[src/rtl/crypto_ctrl_pkg.sv]
// Shared types and constants for the crypto-processor sequencer.
package crypto_ctrl_pkg;

   typedef enum logic [3:0] {
      ST_IDLE,
      ST_LOAD,
      ST_LOAD_WAIT,
      ST_PC_RST,
      ST_FETCH,
      ST_DECODE,
      ST_WAIT_START,
      ST_EXEC,
      ST_DRD,
      ST_DWR,
      ST_HALT
   } state_t;

   localparam logic [4:0] OP_NOP  = 5'd0;
   localparam logic [4:0] OP_LDD  = 5'd1;
   localparam logic [4:0] OP_STD  = 5'd2;
   localparam logic [4:0] OP_BR   = 5'd3;
   localparam logic [4:0] OP_HALT = 5'd31;

   localparam logic [1:0] PTR_EMPTY = 2'd0;
   localparam logic [1:0] PTR_FULL  = 2'd3;

   // Block count for LDD/STD: operand field plus one, widened so 15 -> 16 fits.
   function automatic logic [4:0] blk_count(input logic [3:0] addr);
      return {1'b0, addr} + 5'd1;
   endfunction

endpackage

[src/rtl/crypto_seq_ctrl.sv]
// Fetch/decode/execute sequencer driving the crypto datapath strobes.
// All outputs are registered; each strobe is a single-cycle pulse that
// appears in the cycle after the state that issues it.
module crypto_seq_ctrl
   import crypto_ctrl_pkg::*;
#(
   parameter int unsigned PROG_LEN = 16
) (
   input  logic       clk,
   input  logic       reset,
   input  logic       go,
   input  logic       prog_valid,
   output logic       prog_ready,
   input  logic [4:0] opcode,
   input  logic [3:0] operand_addr,
   input  logic [1:0] operand_addr_mode,
   input  logic       start,
   input  logic       instr_written,
   input  logic [1:0] ptr_diff,
   output logic       incr_pc,
   output logic       branch_offset_en,
   output logic       reset_pc,
   output logic       incr_pc_write,
   output logic       read_data,
   output logic       write_data,
   output logic       instrn_decode,
   output logic       read_flag,
   output logic       write_flag,
   output logic       incr_data_read,
   output logic       incr_data_write,
   output logic       busy,
   output logic       halted,
   output logic       err
);

   localparam logic [14:0] LAST_WORD = 15'(PROG_LEN - 1);

   state_t      r_state;
   logic [14:0] r_word;
   logic [4:0]  r_blk;
   logic [4:0]  r_opcode;
   logic [3:0]  r_operand;

   logic r_prog_ready;
   logic r_incr_pc;
   logic r_branch_offset_en;
   logic r_reset_pc;
   logic r_incr_pc_write;
   logic r_read_data;
   logic r_write_data;
   logic r_instrn_decode;
   logic r_read_flag;
   logic r_write_flag;
   logic r_incr_data_read;
   logic r_incr_data_write;
   logic r_busy;
   logic r_halted;
   logic r_err;

   // Addressing mode is decoded upstream but not acted on in this revision.
   logic w_unused_mode;
   assign w_unused_mode = ^operand_addr_mode;

   // Sequencer: next state, counters and registered strobes/status in one block.
   always_ff @(posedge clk) begin
      if (!reset) begin
         r_state            <= ST_IDLE;
         r_word             <= '0;
         r_blk              <= '0;
         r_opcode           <= '0;
         r_operand          <= '0;
         r_prog_ready       <= 1'b0;
         r_incr_pc          <= 1'b0;
         r_branch_offset_en <= 1'b0;
         r_reset_pc         <= 1'b0;
         r_incr_pc_write    <= 1'b0;
         r_read_data        <= 1'b0;
         r_write_data       <= 1'b0;
         r_instrn_decode    <= 1'b0;
         r_read_flag        <= 1'b0;
         r_write_flag       <= 1'b0;
         r_incr_data_read   <= 1'b0;
         r_incr_data_write  <= 1'b0;
         r_busy             <= 1'b0;
         r_halted           <= 1'b0;
         r_err              <= 1'b0;
      end else begin
         r_prog_ready       <= 1'b0;
         r_incr_pc          <= 1'b0;
         r_branch_offset_en <= 1'b0;
         r_reset_pc         <= 1'b0;
         r_incr_pc_write    <= 1'b0;
         r_read_data        <= 1'b0;
         r_write_data       <= 1'b0;
         r_instrn_decode    <= 1'b0;
         r_read_flag        <= 1'b0;
         r_write_flag       <= 1'b0;
         r_incr_data_read   <= 1'b0;
         r_incr_data_write  <= 1'b0;

         case (r_state)
            ST_IDLE: begin
               if (go) begin
                  r_word  <= '0;
                  r_busy  <= 1'b1;
                  r_state <= ST_LOAD;
               end
            end

            ST_LOAD: begin
               if (prog_valid) begin
                  r_write_data    <= 1'b1;
                  r_incr_pc_write <= 1'b1;
                  r_prog_ready    <= 1'b1;
                  r_state         <= ST_LOAD_WAIT;
               end
            end

            ST_LOAD_WAIT: begin
               if (instr_written) begin
                  if (r_word == LAST_WORD) begin
                     r_state <= ST_PC_RST;
                  end else begin
                     r_word  <= r_word + 15'd1;
                     r_state <= ST_LOAD;
                  end
               end
            end

            ST_PC_RST: begin
               r_reset_pc <= 1'b1;
               r_state    <= ST_FETCH;
            end

            ST_FETCH: begin
               r_read_data <= 1'b1;
               r_state     <= ST_DECODE;
            end

            ST_DECODE: begin
               r_instrn_decode <= 1'b1;
               r_state         <= ST_WAIT_START;
            end

            ST_WAIT_START: begin
               if (start) begin
                  r_opcode  <= opcode;
                  r_operand <= operand_addr;
                  r_state   <= ST_EXEC;
               end
            end

            ST_EXEC: begin
               case (r_opcode)
                  OP_NOP: begin
                     r_incr_pc <= 1'b1;
                     r_state   <= ST_FETCH;
                  end
                  OP_LDD: begin
                     r_blk   <= blk_count(r_operand);
                     r_state <= ST_DRD;
                  end
                  OP_STD: begin
                     r_blk   <= blk_count(r_operand);
                     r_state <= ST_DWR;
                  end
                  OP_BR: begin
                     r_branch_offset_en <= 1'b1;
                     r_state            <= ST_FETCH;
                  end
                  OP_HALT: begin
                     r_busy   <= 1'b0;
                     r_halted <= 1'b1;
                     r_state  <= ST_HALT;
                  end
                  default: begin
                     r_err     <= 1'b1;
                     r_incr_pc <= 1'b1;
                     r_state   <= ST_FETCH;
                  end
               endcase
            end

            // The PC advance rides with the final transfer so an N-block
            // burst costs exactly N cycles in this state.
            ST_DRD: begin
               if (ptr_diff != PTR_EMPTY) begin
                  r_read_flag      <= 1'b1;
                  r_incr_data_read <= 1'b1;
                  r_blk            <= r_blk - 5'd1;
                  if (r_blk == 5'd1) begin
                     r_incr_pc <= 1'b1;
                     r_state   <= ST_FETCH;
                  end
               end
            end

            ST_DWR: begin
               if (ptr_diff != PTR_FULL) begin
                  r_write_flag      <= 1'b1;
                  r_incr_data_write <= 1'b1;
                  r_blk             <= r_blk - 5'd1;
                  if (r_blk == 5'd1) begin
                     r_incr_pc <= 1'b1;
                     r_state   <= ST_FETCH;
                  end
               end
            end

            ST_HALT: begin
               if (go) begin
                  r_word   <= '0;
                  r_halted <= 1'b0;
                  r_err    <= 1'b0;
                  r_busy   <= 1'b1;
                  r_state  <= ST_LOAD;
               end
            end

            default: begin
               r_busy  <= 1'b0;
               r_state <= ST_IDLE;
            end
         endcase
      end
   end

   assign prog_ready       = r_prog_ready;
   assign incr_pc          = r_incr_pc;
   assign branch_offset_en = r_branch_offset_en;
   assign reset_pc         = r_reset_pc;
   assign incr_pc_write    = r_incr_pc_write;
   assign read_data        = r_read_data;
   assign write_data       = r_write_data;
   assign instrn_decode    = r_instrn_decode;
   assign read_flag        = r_read_flag;
   assign write_flag       = r_write_flag;
   assign incr_data_read   = r_incr_data_read;
   assign incr_data_write  = r_incr_data_write;
   assign busy             = r_busy;
   assign halted           = r_halted;
   assign err              = r_err;

endmodule
[config.mk]
export PLATFORM = sky130hd
export DESIGN_NAME = crypto_seq_ctrl
export DESIGN_NICKNAME = d
export VERILOG_FILES = /design/src/rtl/crypto_ctrl_pkg.sv /design/src/rtl/crypto_seq_ctrl.sv
export SDC_FILE = /design/constraint.sdc
export NUM_CORES = 1
export LEC_CHECK = 0
export CORE_MARGIN = 1.5
export CORE_UTILIZATION = 48
export DETAILED_ROUTE_END_ITERATION = 7
export PLACE_DENSITY_LB_ADDON = 0.1
export SLEW_MARGIN = 40
export SYNTH_ARGS = -nofsm -noshare
export SYNTH_HDL_FRONTEND = slang
export SYNTH_SLANG_ARGS = --single-unit
[constraint.sdc]
create_clock -name clk -period 1.9 [get_ports clk]
set_input_delay 0.285 -clock clk [delete_from_list [all_inputs] [get_ports clk]]
set_output_delay 0.285 -clock clk [all_outputs]
set_load 0.05 [all_outputs]
; ---- Word level (Yosys, flattened, before mapping)
; Cells that the tools add are included.
; W data, S select, Z words.
[op_classes]
n_reduce_logical = 22
n_eq_ne = 28
mux = 38
addsub = 3
div = 0
magnitude_cmp = 0
shifts = 0
n_bitwise = 1
multipliers = 0
[ops]
columns = op, count
row1 = $mux W15, 3
row2 = $pmux W4 S10, 1
row3 = $pmux W15 S2, 1
row4 = $mux W4, 7
row5 = $ne A2 B2 Y1 const B, 11
row6 = $eq A4 B3 Y1 const B, 4
row7 = $mux W1, 16
row8 = $add A15 B1 Y15 const B, 1
row9 = $eq A15 B4 Y1 const B, 1
row10 = $mux W5, 3
row11 = $pmux W5 S3, 1
row12 = $eq A4 B4 Y1 const B, 3
row13 = $pmux W4 S3, 1
row14 = $eq A5 B1 Y1 const B, 2
row15 = $eq A5 B2 Y1 const B, 2
row16 = $reduce_and A2 Y1, 5
row17 = $reduce_and A3 Y1, 3
row18 = $eq A4 B2 Y1 const B, 2
row19 = $reduce_and A4 Y1, 2
row20 = $reduce_or A8 Y1, 1
row21 = $pmux W1 S3, 2
row22 = $reduce_and A6 Y1, 1
row23 = $reduce_bool A2 Y1, 3
row24 = $add A4 B1 Y5 const B, 1
row25 = 13 further kinds, 15
[word_totals]
input_bits = 19
ramBits = 0
latch_bits = 0
wordCells = 108
regBits = 44
mem_bits_ro = 0
mem_count = 0

; ---- Depth between registers and ports, before layout
[logic_depth]
word_depth = 4
depth_mapped = 8
depth_no_buf = 7

; ---- Least setup slack after synthesis
; OpenSTA, ideal clock, no wires.
[synth_timing]
kind = register to register
startpoint = reg r_state[1]
endpoint = reg r_blk[3]
n_path_buf = 1
arrival_ns = 1.755
setup_time_ns = 0.120
synth_period_minus_slack_ns = 1.874
setup_slack_ns = 0.026
path_stages_with_launch = 7
required_time_ns = 1.780
path_cell_list = dfxtp_1 buf_6 nor3b_4 nand3_4 or4_4 and3_1 o31a_1
[synth_via]
elab_chain_cells = 3
elab_cells_between_ends = 9
cone_classes = 6 x eq/ne / 1 x mux / 2 x reduce/logical
[synth_rtl]
columns = item, line
row1 = from (decl), crypto_seq_ctrl.sv:38  ; state_t r_state;
row2 = from (signal assigned), crypto_seq_ctrl.sv:67  ; r_state <= ST_IDLE;
row3 = from (signal assigned), crypto_seq_ctrl.sv:106  ; r_state <= ST_LOAD;
row4 = from (signal assigned), crypto_seq_ctrl.sv:115  ; r_state <= ST_LOAD_WAIT;
row5 = $eq A4 B3 Y1 or $eq A4 B4 Y1 (tied branches), crypto_seq_ctrl.sv:101  ; case (r_state)
row6 = $ne A2 B2 Y1 (no line) or $reduce_bool A3 Y1 (tied branches), --
row7 = $reduce_and A4 Y1 (no line), --
row8 = to (signal assigned), crypto_seq_ctrl.sv:160  ; r_blk <= blk_count(r_operand);
row9 = to (signal assigned), crypto_seq_ctrl.sv:164  ; r_blk <= blk_count(r_operand);
row10 = to (signal assigned), crypto_seq_ctrl.sv:190  ; r_blk <= r_blk - 5'd1;
row11 = to (decl), crypto_seq_ctrl.sv:40  ; logic [4:0] r_blk;
; Parallel ways exist; a longest one is shown, timed or not.
; A chain may end at the register's enable or synchronous reset.

; ---- Final worst setup path
; Ends and elaborated chain as after synthesis.

==> impl_metrics.json <==
{
  "ff2ff_path_depth": 6,
  "status": "finished clean",
  "combPwrFrac_pct": 38.9,
  "synth_edf_count": 0,
  "syn_area_sq_um": 2290,
  "vias_per_cell": 5.83,
  "tightest_slew_ns": 0.497,
  "powerDensity_nw_per_um2": 917,
  "antenna_cells": 0,
  "io_buffer_count": 31,
  "hold_path.class": "register to register",
  "num_vias": 2258,
  "grt_first_pass_wirelength_um": 9380,
  "die_w_um": 72.1,
  "antenna_found_initial": 0,
  "drive_above_1_share_pct": 18.2,
  "reg2reg_from": "r_state[1]$_SDFFE_PN0P_",
  "holdPathEnd": "r_opcode[3]$_SDFFE_PN0P_",
  "synth_ff_type": "dfxtp_1",
  "hpwl_um": 3960,
  "path_cells": "buf_12, nor3b_4, nand3_4, or4_4, and3_1, o31a_1",
  "dpl_worst_slack_ns": -0.195,
  "clock.fmax_mhz": 547,
  "total_power_mw": 2.73,
  "grt_pass1_vias": 2077,
  "cts_setup_buffers": 0,
  "num_rows": 24,
  "critPathTopFamily": "simple AND/OR/NAND/NOR gates",
  "htree_levels": 2,
  "cts_resized": 0,
  "holdWs_ns": 0.470,
  "drtAntennaViolNets": 0,
  "grt_max_degree": 19,
  "core_area_sq_um": 4470,
  "seq_power_share_pct": 39.2,
  "cts.sinks": 44,
  "ioPinCount": 34,
  "ys_warn_count": 0,
  "cp_slowest_cell": "or4_4",
  "async_flop_share_pct": 0,
  "fin_tns_setup_ns": 0,
  "die_height_um": 72.1,
  "power_frac_clock_pct": 22.0,
  "clockBufferDepth": 2,
  "critPathMaxFanout": 18,
  "crit_buf_inv": 1,
  "synth-seq-cells": 44,
  "post-route-period-util_pct": 96.2,
  "cts_tree": "yes",
  "fin_skew_ns": 0.00589,
  "whs_path_depth": 2,
  "path_clk_slew_ns": 0.08,
  "root_buffer": "clkbuf_8",
  "synthCells": 281,
  "p_int_mw": 1.77,
  "regToRegSetupSlack_ns": 0.07,
  "worstHoldStart": "r_opcode[3]$_SDFFE_PN0P_",
  "setup-violations-final": 0,
  "finalWirelength_um": 5320,
  "insertion_delay_ns": 0.29,
  "ctsHoldBuffers": 0,
  "ir_worst_vdd_mv": 0.613,
  "drv_slew": 0,
  "reg2reg_to": "r_blk[3]$_SDFFE_PN0P_",
  "die_area_sq_um": 5190,
  "leakage_nw": 1.07,
  "hold_viol_final": 0,
  "areaGrowthSynthToFinish_pct": 29.9,
  "cp.arrival_ns": 2.02,
  "grt_usage_pct": 22.5,
  "slew_headroom_pct": 66.7,
  "synth_nets": 304,
  "synth-seq-area-share_pct": 38.5,
  "gr-total-overflow": 0,
  "cpPeakStageDelay_ns": 0.42,
  "start_kind": "register",
  "path_class": "register to register",
  "cp.required_ns": 2.09,
  "setup_ws_ns": 0.0730,
  "first_pass_iters": 4,
  "drc": 0,
  "initial_utilization_pct": 51.2,
  "period_needed_ns": 1.83,
  "gp_congestion": 0.855,
  "power.share.switching_pct": 35.2,
  "synth.distinct_cells": 56,
  "wire_per_inst_um": 13.7,
  "power.switching_mw": 0.960,
  "numCtsBuffers": 5,
  "drt_iter0_markers": 137,
  "endpoint_kind": "register",
  "cap_violations": 0,
  "postSynthAreaPerCell_sq_um": 8.15,
  "nets": 357
}
## cell usage in the layout, fill, tap and decap left out, types with 5 or more instances in the layout
cell	synthesis	routed
dfxtp_1	44	41
nand2_1	28	28
or3_1	7	7
nand4_1	9	9
clkbuf_8	0	6
xor2_1	8	8
a21oi_1	25	25
nand3_1	24	24
buf_4	4	33
clkdlybuf4s50_1	0	31
nor2_1	26	25
nor3_1	5	5
o21ai_0	10	10
## metal layers
layer / up-vias / part of all wire [%] / routed length, um / global-route usage, %
met1: 1052 / 49 / 2620 / 32.1
met4: 0 / 1.3 / 69 / 6.71
met3: 7 / 5.2 / 279 / 5.00
met2: 62 / 44 / 2350 / 34.1
met5: - / 0 / 0 / 0
li1: 1137 / - / - / -
## worst min-delay path, cell delays in order (launching register included)
cell	delay [ns]
dfxtp_1	0.32
nand2_1	0.05
a21oi_1	0.05
## through the flow
stage / cell area (sq um) / utilization (%) / std cells
after global routing: 2970 / 66.5 / 387
after CTS: 2940 / 65.8 / 387
after detailed placement: 2850 / 63.7 / 379
final: 2970 / 66.5 / 387
after global placement: 2850 / 63.7 / 379
after floorplan: 2290 / - / 281
## power groups by stage
stage	Sequential, mW	Combinational (mW)	Clock [mW]
after global routing	1.08	1.16	0.665
after global placement	1.08	1.02	0
final	1.07	1.06	0.600
after floorplan	1.12	0.612	0
after CTS	1.06	1.03	0.614
after detailed placement	1.08	1.03	0
## logic make-up (layout without fill, tap and decap cells)
kind of cell	Yosys count	count (layout)	share of synthesized area [%]
adder cells (fa/ha/maj)	4	4	2.19
buffers and inverters	24	78	5.14
AND/OR/NAND/NOR	134	134	32.1
flip-flops	44	44	38.5
AO/OA/AOI/OAI	64	64	17.8
XOR/XNOR	10	10	3.83
multiplexers	1	1	0.492
## how the worst max path moves through the flow
stage                             from  cells past startpoint  slack, ns                      end
6_report       r_state[1]$_SDFFE_PN0P_                      6       0.07    r_blk[3]$_SDFFE_PN0P_
5_1_grt        r_state[1]$_SDFFE_PN0P_                      6     -0.004    r_blk[3]$_SDFFE_PN0P_
4_1_cts        r_state[0]$_SDFFE_PN0P_                      5       0.03    r_blk[3]$_SDFFE_PN0P_
3_5_place_dp                        go                      6      -0.20  r_word[14]$_SDFFE_PN0P_
3_3_place_gp                        go                      6      -0.18  r_word[14]$_SDFFE_PN0P_
2_1_floorplan  r_state[1]$_SDFFE_PN0P_                      6       0.03    r_blk[3]$_SDFFE_PN0P_
## registers in the layout (all words and copies together), names as in the netlist, 4 cells and up
| register | cells |
|---|---|
| r_blk | 5 |
| r_opcode | 5 |
| r_operand | 4 |
| r_state | 4 |
| r_word | 15 |
## area by class of cell
type                            count  area [sq um]
Timing Repair Buffer               66           598
Inverter                            4          15.0
Clock buffer                        6          82.6
Clock inverter                      2          10.0
Fill cell                         394          1500
Multi-Input combinational cell    213          1320
Tap cell                           52          65.1
Sequential cell                    44           885
## synth_stat cells, types with 2 or more instances
| cell | count | area share (%) |
|---|---|---|
| or4_1 | 2 | 0.66 |
| nand2_1 | 28 | 4.6 |
| nor3_1 | 5 | 1.1 |
| ha_1 | 4 | 2.2 |
| xor2_1 | 8 | 3.1 |
| inv_1 | 4 | 0.66 |
| o211ai_1 | 3 | 0.98 |
| nor2b_1 | 3 | 0.82 |
| and4_1 | 3 | 1.1 |
| nor3b_1 | 2 | 0.66 |
| and3_1 | 3 | 0.82 |
| nand3b_1 | 2 | 0.66 |
| o21ai_0 | 10 | 2.2 |
| dfxtp_1 | 44 | 38 |
| nand3_1 | 24 | 5.2 |
| nor2_1 | 26 | 4.3 |
| a32oi_1 | 2 | 0.77 |
| nand2b_1 | 4 | 1.1 |
| a21o_2 | 2 | 0.77 |
| xnor2_1 | 2 | 0.77 |
| clkbuf_1 | 10 | 1.6 |
| or3_1 | 7 | 1.9 |
| buf_2 | 4 | 0.87 |
| a211oi_1 | 3 | 0.98 |
| nand4_1 | 9 | 2.5 |
| a21oi_1 | 25 | 5.5 |
| a31oi_1 | 4 | 1.1 |
| nor4b_1 | 4 | 1.5 |
| nor4_1 | 2 | 0.55 |
| buf_4 | 4 | 1.3 |
| o2bb2ai_1 | 3 | 1.1 |
No activity file was read; power rests on OpenSTA's default activity.
